==> src/rtl/lsu_pkg.sv <==
// Shared types for the load/store unit: access type decode, FSM state encoding
// and funct3 constants.
package lsu_pkg;

   typedef enum logic [7:0] {
      LS_B    = 8'h01,
      LS_H    = 8'h02,
      LS_W    = 8'h04,
      LS_D    = 8'h08,
      LS_BU   = 8'h10,
      LS_HU   = 8'h20,
      LS_WU   = 8'h40,
      LS_NONE = 8'h80
   } ls_type_e;

   typedef enum logic [1:0] {
      IDLE  = 2'd0,
      ISSUE = 2'd1,
      WAIT  = 2'd2,
      RESP  = 2'd3
   } lsu_state_e;

   localparam logic [2:0] F3_B  = 3'b000;
   localparam logic [2:0] F3_H  = 3'b001;
   localparam logic [2:0] F3_W  = 3'b010;
   localparam logic [2:0] F3_D  = 3'b011;
   localparam logic [2:0] F3_BU = 3'b100;
   localparam logic [2:0] F3_HU = 3'b101;
   localparam logic [2:0] F3_WU = 3'b110;

   function automatic logic [3:0] size_of(input ls_type_e t);
      case (t)
         LS_B, LS_BU: return 4'd1;
         LS_H, LS_HU: return 4'd2;
         LS_W, LS_WU: return 4'd4;
         LS_D:        return 4'd8;
         default:     return 4'd0;
      endcase
   endfunction

   function automatic logic type_signed(input ls_type_e t);
      return (t == LS_B) || (t == LS_H) || (t == LS_W);
   endfunction

   // Doubleword and unsigned-word accesses only exist on a 64-bit datapath.
   function automatic ls_type_e decode_f3(input logic [2:0] f3, input logic xlen64);
      case (f3)
         F3_B:    return LS_B;
         F3_H:    return LS_H;
         F3_W:    return LS_W;
         F3_D:    return xlen64 ? LS_D : LS_NONE;
         F3_BU:   return LS_BU;
         F3_HU:   return LS_HU;
         F3_WU:   return xlen64 ? LS_WU : LS_NONE;
         default: return LS_NONE;
      endcase
   endfunction

endpackage

==> src/rtl/lsu_seq_if.sv <==
// Data-memory bus between the load/store unit (master) and memory (slave):
// req/gnt address phase, rvalid response phase, one beat outstanding.
interface lsu_seq_if #(parameter int XLEN = 32);

   logic                  mem_req_o;
   logic                  mem_we_o;
   logic [XLEN-1:0]       mem_addr_o;
   logic [XLEN/8-1:0]     mem_be_o;
   logic [XLEN-1:0]       mem_wdata_o;
   logic                  mem_gnt_i;
   logic                  mem_rvalid_i;
   logic [XLEN-1:0]       mem_rdata_i;
   logic                  mem_err_i;

   modport master (
      output mem_req_o, mem_we_o, mem_addr_o, mem_be_o, mem_wdata_o,
      input  mem_gnt_i, mem_rvalid_i, mem_rdata_i, mem_err_i
   );

   modport slave (
      input  mem_req_o, mem_we_o, mem_addr_o, mem_be_o, mem_wdata_o,
      output mem_gnt_i, mem_rvalid_i, mem_rdata_i, mem_err_i
   );

endinterface

==> src/rtl/lsu_align.sv <==
// Lane steering for the load/store unit: byte enables and shifted write data per
// beat, and reassembly plus sign/zero extension of (possibly two-beat) load data.
module lsu_align
   import lsu_pkg::*;
#(
   parameter  int XLEN = 32,
   localparam int NB   = XLEN / 8,
   localparam int OW   = $clog2(NB)
) (
   input  ls_type_e          typ,
   input  logic [OW-1:0]     off,
   input  logic              beat,
   input  logic [XLEN-1:0]   wdata,
   output logic [NB-1:0]     be,
   output logic [XLEN-1:0]   wdata_sh,
   input  logic [XLEN-1:0]   rd0,
   input  logic [XLEN-1:0]   rd1,
   output logic [XLEN-1:0]   rdata
);

   logic [2*NB-1:0]          be_full;
   logic [2*XLEN-1:0]        wd_full;
   logic [XLEN-1:0]          rd_sh;
   logic signed [XLEN-1:0]   rd_sx;
   int                       ext_sh;

   always_comb begin
      // Lanes are laid out across a double word; the upper half belongs to beat 1.
      for (int i = 0; i < 2*NB; i++)
         be_full[i] = (i >= int'(off)) && (i < int'(off) + int'(size_of(typ)));
      wd_full  = {{XLEN{1'b0}}, wdata} << {off, 3'b000};
      be       = beat ? be_full[2*NB-1:NB] : be_full[NB-1:0];
      wdata_sh = beat ? wd_full[2*XLEN-1:XLEN] : wd_full[XLEN-1:0];

      rd_sh  = XLEN'({rd1, rd0} >> {off, 3'b000});
      ext_sh = XLEN - 8*int'(size_of(typ));
      if (ext_sh < 0)
         ext_sh = 0;
      rd_sx = $signed(rd_sh << ext_sh);
      if (type_signed(typ))
         rdata = rd_sx >>> ext_sh;
      else
         rdata = (rd_sh << ext_sh) >> ext_sh;
   end

endmodule

==> src/rtl/lsu_seq.sv <==
// Multi-cycle load/store sequencer: accepts one request, issues one or two aligned
// bus beats, assembles load data and returns a single response.
//
//   state | meaning
//   IDLE  | ready for a new request
//   ISSUE | mem_req_o held with stable addr/be/wdata until gnt
//   WAIT  | granted, waiting for the beat's rvalid
//   RESP  | one-cycle rsp_valid_o with data/err
module lsu_seq
   import lsu_pkg::*;
#(
   parameter int XLEN     = 32,
   parameter bit SPLIT_EN = 1'b1,
   parameter int MAX_WAIT = 255
) (
   input  logic              clk,
   input  logic              reset,
   input  logic              req_valid_i,
   output logic              req_ready_o,
   input  logic [2:0]        req_funct3_i,
   input  logic              req_store_i,
   input  logic [XLEN-1:0]   req_addr_i,
   input  logic [XLEN-1:0]   req_wdata_i,
   output logic              rsp_valid_o,
   output logic [XLEN-1:0]   rsp_rdata_o,
   output logic              rsp_err_o,
   lsu_seq_if.master         mem
);

   localparam int NB = XLEN / 8;
   localparam int OW = $clog2(NB);
   localparam int WW = (MAX_WAIT < 2) ? 1 : $clog2(MAX_WAIT + 1);
   localparam logic [WW-1:0] CNT_TC = WW'((MAX_WAIT == 0) ? 0 : MAX_WAIT - 1);

   localparam logic [1:0] ST_IDLE  = IDLE;
   localparam logic [1:0] ST_ISSUE = ISSUE;
   localparam logic [1:0] ST_WAIT  = WAIT;
   localparam logic [1:0] ST_RESP  = RESP;

   logic [1:0]        state;
   ls_type_e          typ_q;
   logic              store_q;
   logic [XLEN-1:0]   base_q;
   logic [OW-1:0]     off_q;
   logic [XLEN-1:0]   wdata_q;
   logic              beat_q;
   logic              split_q;
   logic              err_q;
   logic [XLEN-1:0]   rd0_q;
   logic [XLEN-1:0]   rd1_q;
   logic [WW-1:0]     cnt_q;

   ls_type_e          typ_d;
   logic [OW-1:0]     off_d;
   logic              cross_d;
   logic              timeout;
   logic              issuing;
   logic [NB-1:0]     al_be;
   logic [XLEN-1:0]   al_wdata;
   logic [XLEN-1:0]   al_rdata;

   assign typ_d   = decode_f3(req_funct3_i, XLEN == 64);
   assign off_d   = req_addr_i[OW-1:0];
   assign cross_d = (int'(off_d) + int'(size_of(typ_d))) > NB;
   assign timeout = (MAX_WAIT != 0) && (cnt_q == CNT_TC);

   always_ff @(posedge clk) begin
      if (reset) begin
         state   <= ST_IDLE;
         typ_q   <= LS_NONE;
         store_q <= 1'b0;
         base_q  <= '0;
         off_q   <= '0;
         wdata_q <= '0;
         beat_q  <= 1'b0;
         split_q <= 1'b0;
         err_q   <= 1'b0;
         rd0_q   <= '0;
         rd1_q   <= '0;
         cnt_q   <= '0;
      end else begin
         case (state)
            ST_IDLE: begin
               if (req_valid_i) begin
                  typ_q   <= typ_d;
                  store_q <= req_store_i;
                  base_q  <= {req_addr_i[XLEN-1:OW], {OW{1'b0}}};
                  off_q   <= off_d;
                  wdata_q <= req_wdata_i;
                  beat_q  <= 1'b0;
                  split_q <= cross_d;
                  rd0_q   <= '0;
                  rd1_q   <= '0;
                  cnt_q   <= '0;
                  // Rejected requests answer straight away without touching the bus.
                  if (typ_d == LS_NONE || (cross_d && !SPLIT_EN)) begin
                     err_q <= 1'b1;
                     state <= ST_RESP;
                  end else begin
                     err_q <= 1'b0;
                     state <= ST_ISSUE;
                  end
               end
            end
            ST_ISSUE: begin
               if (mem.mem_gnt_i) begin
                  cnt_q <= '0;
                  state <= ST_WAIT;
               end else if (timeout) begin
                  cnt_q <= '0;
                  err_q <= 1'b1;
                  state <= ST_RESP;
               end else begin
                  cnt_q <= cnt_q + 1'b1;
               end
            end
            ST_WAIT: begin
               if (mem.mem_rvalid_i) begin
                  cnt_q <= '0;
                  err_q <= err_q | mem.mem_err_i;
                  if (beat_q)
                     rd1_q <= mem.mem_rdata_i;
                  else
                     rd0_q <= mem.mem_rdata_i;
                  // Beat 1 is still issued after a beat-0 error so exactly one response results.
                  if (split_q && !beat_q) begin
                     beat_q <= 1'b1;
                     state  <= ST_ISSUE;
                  end else begin
                     state  <= ST_RESP;
                  end
               end else if (timeout) begin
                  cnt_q <= '0;
                  err_q <= 1'b1;
                  state <= ST_RESP;
               end else begin
                  cnt_q <= cnt_q + 1'b1;
               end
            end
            default: state <= ST_IDLE;
         endcase
      end
   end

   lsu_align #(.XLEN(XLEN)) u_align (
      .typ      (typ_q),
      .off      (off_q),
      .beat     (beat_q),
      .wdata    (wdata_q),
      .be       (al_be),
      .wdata_sh (al_wdata),
      .rd0      (rd0_q),
      .rd1      (rd1_q),
      .rdata    (al_rdata)
   );

   assign issuing         = (state == ST_ISSUE);
   assign mem.mem_req_o   = issuing;
   assign mem.mem_we_o    = issuing && store_q;
   assign mem.mem_addr_o  = !issuing ? '0 : (beat_q ? base_q + XLEN'(NB) : base_q);
   assign mem.mem_be_o    = issuing ? al_be : '0;
   assign mem.mem_wdata_o = issuing ? al_wdata : '0;

   assign req_ready_o = (state == ST_IDLE);
   assign rsp_valid_o = (state == ST_RESP);
   assign rsp_err_o   = (state == ST_RESP) && err_q;
   assign rsp_rdata_o = ((state == ST_RESP) && !err_q && !store_q) ? al_rdata : '0;

endmodule

==> src/flat_wrapper.sv <==
// flat-port wrapper written by rule: the top's interface ports become plain ports
module lsu_seq_flat import lsu_pkg::*;
#(
   parameter int XLEN     = 32,
   parameter bit SPLIT_EN = 1'b1,
   parameter int MAX_WAIT = 255
)
  (clk, reset, req_valid_i, req_ready_o, req_funct3_i, req_store_i, req_addr_i, req_wdata_i, rsp_valid_o, rsp_rdata_o, rsp_err_o, mem_mem_req_o, mem_mem_we_o, mem_mem_addr_o, mem_mem_be_o, mem_mem_wdata_o, mem_mem_gnt_i, mem_mem_rvalid_i, mem_mem_rdata_i, mem_mem_err_i);
  lsu_seq_if #(.XLEN(XLEN)) mem_i ();
  input  logic clk;
  input  logic reset;
  input  logic req_valid_i;
  output logic req_ready_o;
  input  logic [2:0] req_funct3_i;
  input  logic req_store_i;
  input  logic [XLEN-1:0] req_addr_i;
  input  logic [XLEN-1:0] req_wdata_i;
  output logic rsp_valid_o;
  output logic [XLEN-1:0] rsp_rdata_o;
  output logic rsp_err_o;
  output wire logic [$bits(mem_i.mem_req_o)-1:0] mem_mem_req_o;
  output wire logic [$bits(mem_i.mem_we_o)-1:0] mem_mem_we_o;
  output wire logic [$bits(mem_i.mem_addr_o)-1:0] mem_mem_addr_o;
  output wire logic [$bits(mem_i.mem_be_o)-1:0] mem_mem_be_o;
  output wire logic [$bits(mem_i.mem_wdata_o)-1:0] mem_mem_wdata_o;
  input wire logic [$bits(mem_i.mem_gnt_i)-1:0] mem_mem_gnt_i;
  input wire logic [$bits(mem_i.mem_rvalid_i)-1:0] mem_mem_rvalid_i;
  input wire logic [$bits(mem_i.mem_rdata_i)-1:0] mem_mem_rdata_i;
  input wire logic [$bits(mem_i.mem_err_i)-1:0] mem_mem_err_i;
  assign mem_mem_req_o = mem_i.mem_req_o;
  assign mem_mem_we_o = mem_i.mem_we_o;
  assign mem_mem_addr_o = mem_i.mem_addr_o;
  assign mem_mem_be_o = mem_i.mem_be_o;
  assign mem_mem_wdata_o = mem_i.mem_wdata_o;
  assign mem_i.mem_gnt_i = mem_mem_gnt_i;
  assign mem_i.mem_rvalid_i = mem_mem_rvalid_i;
  assign mem_i.mem_rdata_i = mem_mem_rdata_i;
  assign mem_i.mem_err_i = mem_mem_err_i;
  lsu_seq #(.XLEN(XLEN), .SPLIT_EN(SPLIT_EN), .MAX_WAIT(MAX_WAIT)) u_core (.clk(clk), .reset(reset), .req_valid_i(req_valid_i), .req_ready_o(req_ready_o), .req_funct3_i(req_funct3_i), .req_store_i(req_store_i), .req_addr_i(req_addr_i), .req_wdata_i(req_wdata_i), .rsp_valid_o(rsp_valid_o), .rsp_rdata_o(rsp_rdata_o), .rsp_err_o(rsp_err_o), .mem(mem_i));
endmodule
==> config.mk <==
export PLATFORM = sky130hd
export DESIGN_NAME = lsu_seq_flat
export DESIGN_NICKNAME = d
export VERILOG_FILES = /design/src/rtl/lsu_pkg.sv /design/src/rtl/lsu_seq_if.sv /design/src/rtl/lsu_align.sv /design/src/rtl/lsu_seq.sv /design/src/flat_wrapper.sv
export SDC_FILE = /design/constraint.sdc
export NUM_CORES = 1
export LEC_CHECK = 0
export CORE_ASPECT_RATIO = 1.25
export CORE_UTILIZATION = 51
export DETAILED_ROUTE_END_ITERATION = 16
export PLACE_DENSITY = 0.82
export SYNTH_ARGS = -nofsm -noshare
export SYNTH_HDL_FRONTEND = slang
export SYNTH_SLANG_ARGS = --single-unit
==> constraint.sdc <==
create_clock -name clk -period 3.9 [get_ports clk]
set_clock_uncertainty 0.1 [all_clocks]
set_input_delay 1.17 -clock clk [delete_from_list [all_inputs] [get_ports clk]]
set_output_delay 1.17 -clock clk [all_outputs]
set_load 0.02 [all_outputs]
Yosys cells after proc, flatten, opt, wreduce, memory -nomap -nowiden
Cells that the tools add are included.
{"block": "word_totals", "elab_cells": 135, "ff_bits": 150, "output_inout_bits": 105, "inputBits": 106}
{"block": "op_classes", "n_reduce_logical": 29, "mux": 41, "n_lt_le_gt_ge": 13, "bitwise": 1, "add_sub_neg": 5, "n_shift": 5, "eq_ne": 29}
{"operator": "two-way mux 32 bit", "n": 12}
{"operator": "one-hot mux 32 bit (2 select lines)", "n": 2}
{"operator": "less-than comparator 4 x 32 -> 1 bit, first input constant", "n": 3}
{"operator": "less-than comparator 3 x 32 -> 1 bit, first input constant", "n": 2}
{"operator": "<< shifter 32 x 5 -> 64 bit", "n": 1}
{"operator": "right shift 64 x 5 -> 32 bit", "n": 1}
{"operator": "one-hot mux 8 bit (5 select lines)", "n": 1}
{"operator": "adder 32 x 3 -> 32 bit, second input constant", "n": 1}
{"operator": "> comparator 32 x 4 -> 1 bit, second input constant", "n": 1}
{"operator": "less-than comparator 1 x 32 -> 1 bit, first input constant", "n": 1}
{"operator": "less-than comparator 2 x 32 -> 1 bit, first input constant", "n": 1}
{"operator": "two-way mux 8 bit", "n": 4}
{"operator": "one-hot mux 4 bit (4 select lines)", "n": 2}
{"operator": "<< shifter 32 x 32 -> 32 bit", "n": 1}
{"operator": "right shift 32 x 32 -> 32 bit", "n": 1}
{"operator": ">>> shifter 32 x 32 -> 32 bit", "n": 1}
{"operator": "one-hot mux 8 bit (3 select lines)", "n": 1}
{"operator": "equality test 8 x 1 -> 1 bit, second input constant", "n": 2}
{"operator": "equality test 8 x 2 -> 1 bit, second input constant", "n": 2}
{"operator": "equality test 8 x 3 -> 1 bit, second input constant", "n": 2}
{"operator": "equality test 8 x 4 -> 1 bit, second input constant", "n": 2}
{"operator": "equality test 8 x 5 -> 1 bit, second input constant", "n": 2}
{"operator": "equality test 8 x 6 -> 1 bit, second input constant", "n": 2}
{"operator": "equality test 8 x 7 -> 1 bit, second input constant", "n": 2}
{"operator": "33 further kinds", "n": 73}

Depth between registers and ports, before layout
{"block": "logic_depth", "depth_word": 10, "depth_mapped": 10, "mapped_depth_nobuf": 8}

By module
A second synthesis with hierarchy kept.
{"block": "hier_totals", "cells_unflattened": 1212, "area_unflattened_um2": 9323.9}
{"module": "lsu_seq", "area_each_um2": 6891.6, "cells_per_inst": 923, "instances": 1, "seq_area_each_um2": 2962.8}
{"module": "lsu_align", "area_each_um2": 2432.3, "cells_per_inst": 289, "instances": 1, "seq_area_each_um2": 0.0}

Worst setup path after synthesis
Ideal clock, no wire load.
{"block": "synth_timing", "kind": "reg2out", "from": "reg u_core.typ_q[1]", "to": "out mem_mem_be_o[2]", "path_slack_ps": 121, "path_stages_with_launch": 11, "required_ps": 2630, "n_path_buf": 2, "arrival_time_ps": 2509, "path_cell_list": "dfxtp_1 > buf_2 > nor4_1 > and2_1 > clkbuf_1 > ha_1 > inv_1 > nor3_1 > o21ai_1 > a31o_1 > a221oi_1"}
{"block": "synth_between", "elab_chain_cells": 8, "word_cells_on_any_way": 17, "cone_classes": "1 x add/sub; 2 x order compare; 7 x eq/ne; 3 x mux; 4 x reduce/logical"}
{"item": "start: declaration", "line": "lsu_seq.sv:41", "text": "ls_type_e typ_q;"}
{"item": "start signal: assignment", "line": "lsu_seq.sv:85", "text": "typ_q <= typ_d;"}
{"item": "equality test 8 x 3 -> 1 bit, or another cell as far along", "line": "lsu_pkg.sv:32", "text": "case (t)"}
{"item": "OR reduction 2 bit", "line": "lsu_pkg.sv:32"}
{"item": "one-hot mux 4 bit (4 select lines) (*)", "line": "lsu_pkg.sv:32"}
{"item": "adder 2 x 4 -> 5 bit (*)", "line": "lsu_align.sv:30", "text": "be_full[i] = (i >= int'(off)) && (i < int'(off) + int'(size_of(typ)));"}
{"item": "less-than comparator 3 x 32 -> 1 bit", "line": "lsu_align.sv:30"}
{"item": "logical AND 1 bit", "line": "lsu_align.sv:30"}
{"item": "two-way mux 4 bit (*)", "line": "lsu_align.sv:32", "text": "be = beat ? be_full[2*NB-1:NB] : be_full[NB-1:0];"}
{"item": "two-way mux 4 bit (*)", "line": "lsu_seq.sv:161", "text": "assign mem.mem_be_o = issuing ? al_be : '0;"}
{"item": "end: declaration", "line": "flat_wrapper.sv:24", "text": "output wire logic [$bits(mem_i.mem_be_o)-1:0] mem_mem_be_o;"}
Every way passes the cells marked *; elsewhere a longest branch is shown, timed or not.

Final worst setup path
{"block": "layout_timing", "from": "reg u_core.typ_q[7]", "to": "out rsp_rdata_o[31]"}
{"block": "layout_between", "elab_chain_cells": 10, "word_cells_on_any_way": 21, "cone_classes": "1 x add/sub; 1 x order compare; 7 x eq/ne; 3 x shift; 4 x mux; 5 x reduce/logical"}
{"item": "equality test 8 x 3 -> 1 bit, or another cell as far along", "line": "lsu_pkg.sv:32, lsu_pkg.sv:42"}
{"item": "OR reduction 2 bit", "line": "lsu_pkg.sv:32"}
{"item": "one-hot mux 4 bit (4 select lines)", "line": "lsu_pkg.sv:32"}
{"item": "subtractor 6 x 7 -> 8 bit", "line": "lsu_align.sv:36", "text": "ext_sh = XLEN - 8*int'(size_of(typ));"}
{"item": "less-than comparator 8 x 1 -> 1 bit", "line": "lsu_align.sv:37", "text": "if (ext_sh < 0)"}
{"item": "two-way mux 32 bit", "line": "lsu_align.sv:37"}
{"item": "<< shifter 32 x 32 -> 32 bit", "line": "lsu_align.sv:39, lsu_align.sv:43"}
{"item": "right shift 32 x 32 -> 32 bit or >>> shifter 32 x 32 -> 32 bit (tied branches)", "line": "lsu_align.sv:43, lsu_align.sv:41"}
{"item": "two-way mux 32 bit (*)", "line": "lsu_align.sv:40", "text": "if (type_signed(typ))"}
{"item": "two-way mux 32 bit (*)", "line": "lsu_seq.sv:167", "text": "assign rsp_rdata_o = ((state == ST_RESP) && !err_q && !store_q) ? al_rdata : '0;"}
{"item": "end: declaration", "line": "flat_wrapper.sv:19", "text": "output logic [XLEN-1:0] rsp_rdata_o;"}
Marked as above.

==> flow_metrics.env <==
export IMPL_fraction_of_final_layout_cells_with_drive_strength_greater_than_1_pct=13.6
export IMPL_detail_route_iter0_violations=869
export IMPL_post_synth_cell_area_avg_um2=7.58
export IMPL_ctsRootBufferMaster="sky130_fd_sc_hd__clkbuf_16"
export IMPL_cp_end_kind="primary output"
export IMPL_grt_first_pass_wirelength_um=43200
export IMPL_antenna_cells=0
export IMPL_postRouteAntennaNets=0
export IMPL_final_nets=1460
export IMPL_die_height_um=148
export IMPL_number_of_buffers_on_the_longest_clock_path=2
export IMPL_hpwlAfterDp_um=18700
export IMPL_maxCapViolations=0
export IMPL_antenna_found_initial=0
export IMPL_power_leakage_nw=4.42
export IMPL_yosys_most_used_dff="sky130_fd_sc_hd__dfxtp_1"
export IMPL_synth_top_cell_area_share_pct=32.1
export IMPL_detailroute_via_count=9349
export IMPL_category_of_the_worst_setup_path_launch_point="flop"
export IMPL_floorplan_io_pins=211
export IMPL_cts_tree="done"
export IMPL_n_fill_cell=1349
export IMPL_drt_vias_per_instance=5.94
export IMPL_wire_per_inst_um=17.3
export IMPL_grt_ovfl_total=0
export IMPL_critical_path_reg2reg_startpoint="u_core.state[0]$_SDFFE_PP0P_"
export IMPL_power_density_nw_per_um2=469
export IMPL_grt_setup_unrepaired="true"
export IMPL_clkLatencyLatePin_ns=0.43
export IMPL_most_common_layout_cells="sky130_fd_sc_hd__nand2_1, sky130_fd_sc_hd__clkdlybuf4s50_1, sky130_fd_sc_hd__a21oi_1"
export IMPL_floorplan_die_area_um2=17600
export IMPL_yosysTopAreaCell="sky130_fd_sc_hd__dfxtp_1"
export IMPL_max_freq_mhz=258
export IMPL_placer_s_final_routability_congestion_estimate=0.900
export IMPL_number_of_instances_in_the_synthesized_netlist=1151
export IMPL_report_final_setup_viol=0
export IMPL_fin_crit_sh_pct=99.4
export IMPL_area_growth_synth_to_final_pct=36.1
export IMPL_hold_ws_ns=0.354
export IMPL_port_buffer_count=208
export IMPL_critical_path_peak_fanout=7
export IMPL_timing_worst_setup_path_type="reg -> out"
export IMPL_worst_ep_required_time_ns=2.63
export IMPL_placeableCoreArea_um2=16800
export IMPL_detail_route_wirelength_um=27300
export IMPL_layout_cells_most_common="sky130_fd_sc_hd__nand2_1"
export IMPL_mappedNetlistArea_um2=8730
export IMPL_ys_seq_elements=140
export IMPL_clk_pin_slew_worst_paths_ns=0.06
export IMPL_yosysSeqAreaShare_pct=32.1
export IMPL_vdd_ir_drop_max_uv=248
export IMPL_outcome="completed"
export IMPL_finalMaxSlewViolations=0
export IMPL_worst_slew_margin_rel_pct=45.7
export IMPL_final_period_minus_worst_setup_slack_ns=3.88
export IMPL_grt_start_max_net_pins=75
export IMPL_async_reset_ff_share_pct=0
export IMPL_worst_pin_slew_ns=0.815
export IMPL_postLayoutSetupSlackWorst_ns=0.0249
export IMPL_critical_path_source="u_core.typ_q[7]$_SDFFE_PP1P_"
export IMPL_arrival_ns=2.61
export IMPL_synth_area_leaders="sky130_fd_sc_hd__dfxtp_1, sky130_fd_sc_hd__nand2_1, sky130_fd_sc_hd__a21oi_1"
export IMPL_clock_sink_count=140
export IMPL_synthDistinctLibCells=64
export IMPL_die_w_um=119
export IMPL_seq_area_um2=2810
export IMPL_pre_cts_slack_ns=-0.0801
export IMPL_cts_inserted_buffers=17
export IMPL_multiInputGateArea_um2=5600
export IMPL_post_synth_edffs=0
export IMPL_drtPass1Iterations=5
export IMPL_placement_rows=53
export IMPL_hold_class="reg -> reg"
export IMPL_track_usage_pct=30.5
export IMPL_initial_utilization_pct=52.0
export IMPL_max_h_tree_level=4
export IMPL_synthesis_yosys_warnings=0
export IMPL_hold_viol=0
export IMPL_remaining_drc_errors=0
export IMPL_first_global_vias=8702
export IMPL_hold_path_startpoint="u_core.rd0_q[3]$_SDFFE_PP0P_"
-- cells by family (layout without fill, tap and decap cells) --
group / after synthesis / in the layout / share of synthesized area (%)
AOI/OAI and AO/OA: 258 / 258 / 18.1
xor gates and xnor gates: 40 / 40 / 4.01
adders and majority gates: 12 / 12 / 1.81
buffers and inverters: 108 / 311 / 5.26
DFF: 140 / 140 / 32.1
muxes: 100 / 100 / 13.6
other: 1 / 2 / 0.0430
and+or+nand+nor: 492 / 492 / 25.1
-- critical path, cell delays in order, from the launching register on --
cell and delay [ns]:
sky130_fd_sc_hd__dfxtp_1 0.33, sky130_fd_sc_hd__buf_4 0.17, sky130_fd_sc_hd__or3_4 0.43, sky130_fd_sc_hd__or2_4 0.30, sky130_fd_sc_hd__a31o_2 0.23, sky130_fd_sc_hd__nor3_1 0.33
sky130_fd_sc_hd__dlygate4sd2_1 0.38
-- metal layers --
layer / GRT usage (%) / part of all wire [%] / vias to the layer above
met1: 36.9 / 40 / 4383
li1: - / - / 4404
met5: 0 / 0 / -
met3: 5.48 / 7.7 / 64
met4: 13.7 / 3.1 / 0
met2: 52.6 / 49 / 498
-- state kept, by name, indices dropped and copies added, names as in the netlist --
signal          cells
u_core.typ_q        6
u_core.wdata_q     32
u_core.rd0_q       32
u_core.err_q        1
u_core.split_q      1
u_core.off_q        2
u_core.cnt_q        8
u_core.store_q      1
u_core.base_q      30
u_core.state        2
u_core.rd1_q       24
u_core.beat_q       1
-- through the flow --
stage	utilization, %	cells	TNS, ns	area (um^2)	power, mW
after detailed placement	66.4	1539	-0.103	11100	3.90
after global routing	70.8	1575	-0.114	11900	5.85
after floorplan	-	1152	0	8730	3.18
after global placement	66.4	1539	-0.0312	11100	3.87
after CTS	69.9	1571	-0.212	11700	5.51
final	70.8	1575	0	11900	5.57
-- power by group --
part	switching [mW]	total [mW]	internal, mW
clock network	0.647	1.59	0.941
registers	0.193	1.80	1.61
logic	1.35	2.18	0.826
-- repair_timing --
item / 4_1_cts / 5_1_grt
gates resized for setup: 65 / 72
pin swaps: 1 / 2
endpoints found under the hold margin: 0 / 0
hold buffers: 0 / 0
endpoints found under the setup margin: 69 / 69
gates cloned: 0 / 2
setup buffers: 0 / 2
-- worst paths after layout --
| path | endpoint | slack [ns] | cells past startpoint |
|---|---|---|---|
| setup / recovery | rsp_rdata_o[31] | 0.02 | 6 |
| hold / removal | u_core.rd0_q[3]$_SDFFE_PP0P_ | 0.35 | 2 |
| setup reg to reg | u_core.rd1_q[2]$_SDFFE_PP0P_ | 1.47 | 8 |
| hold reg to reg | u_core.rd0_q[3]$_SDFFE_PP0P_ | 0.35 | 2 |
-- synthesized netlist by cell type, types with 10 or more instances --
library cell                 n
sky130_fd_sc_hd__nand2_1   215
sky130_fd_sc_hd__a21oi_1   141
sky130_fd_sc_hd__dfxtp_1   140
sky130_fd_sc_hd__nor2_1    126
sky130_fd_sc_hd__clkbuf_1   58
sky130_fd_sc_hd__nand3_1    56
sky130_fd_sc_hd__mux2i_1    51
sky130_fd_sc_hd__a22oi_1    27
sky130_fd_sc_hd__buf_2      22
sky130_fd_sc_hd__mux2_2     22
sky130_fd_sc_hd__xnor2_1    21
sky130_fd_sc_hd__o21ai_0    20
sky130_fd_sc_hd__xor2_1     19
sky130_fd_sc_hd__mux2_1     16
sky130_fd_sc_hd__nor3_1     16
sky130_fd_sc_hd__and3_1     14
sky130_fd_sc_hd__inv_1      12
sky130_fd_sc_hd__o22ai_1    12
sky130_fd_sc_hd__ha_1       11
sky130_fd_sc_hd__mux4_2     11
sky130_fd_sc_hd__nand4_1    11
sky130_fd_sc_hd__and2_1     10
sky130_fd_sc_hd__buf_1      10
sky130_fd_sc_hd__nor2b_1    10
-- final cells by class --
type                            count  area share, %
Clock inverter                     14           1.21
Clock buffer                       18           3.61
Multi-Input combinational cell    904           47.2
Sequential cell                   140           23.7
Tap cell                          220           2.32
Inverter                           12          0.379
Timing Repair Buffer              267           21.6
Note: power is estimated with default switching activity, not from simulation.
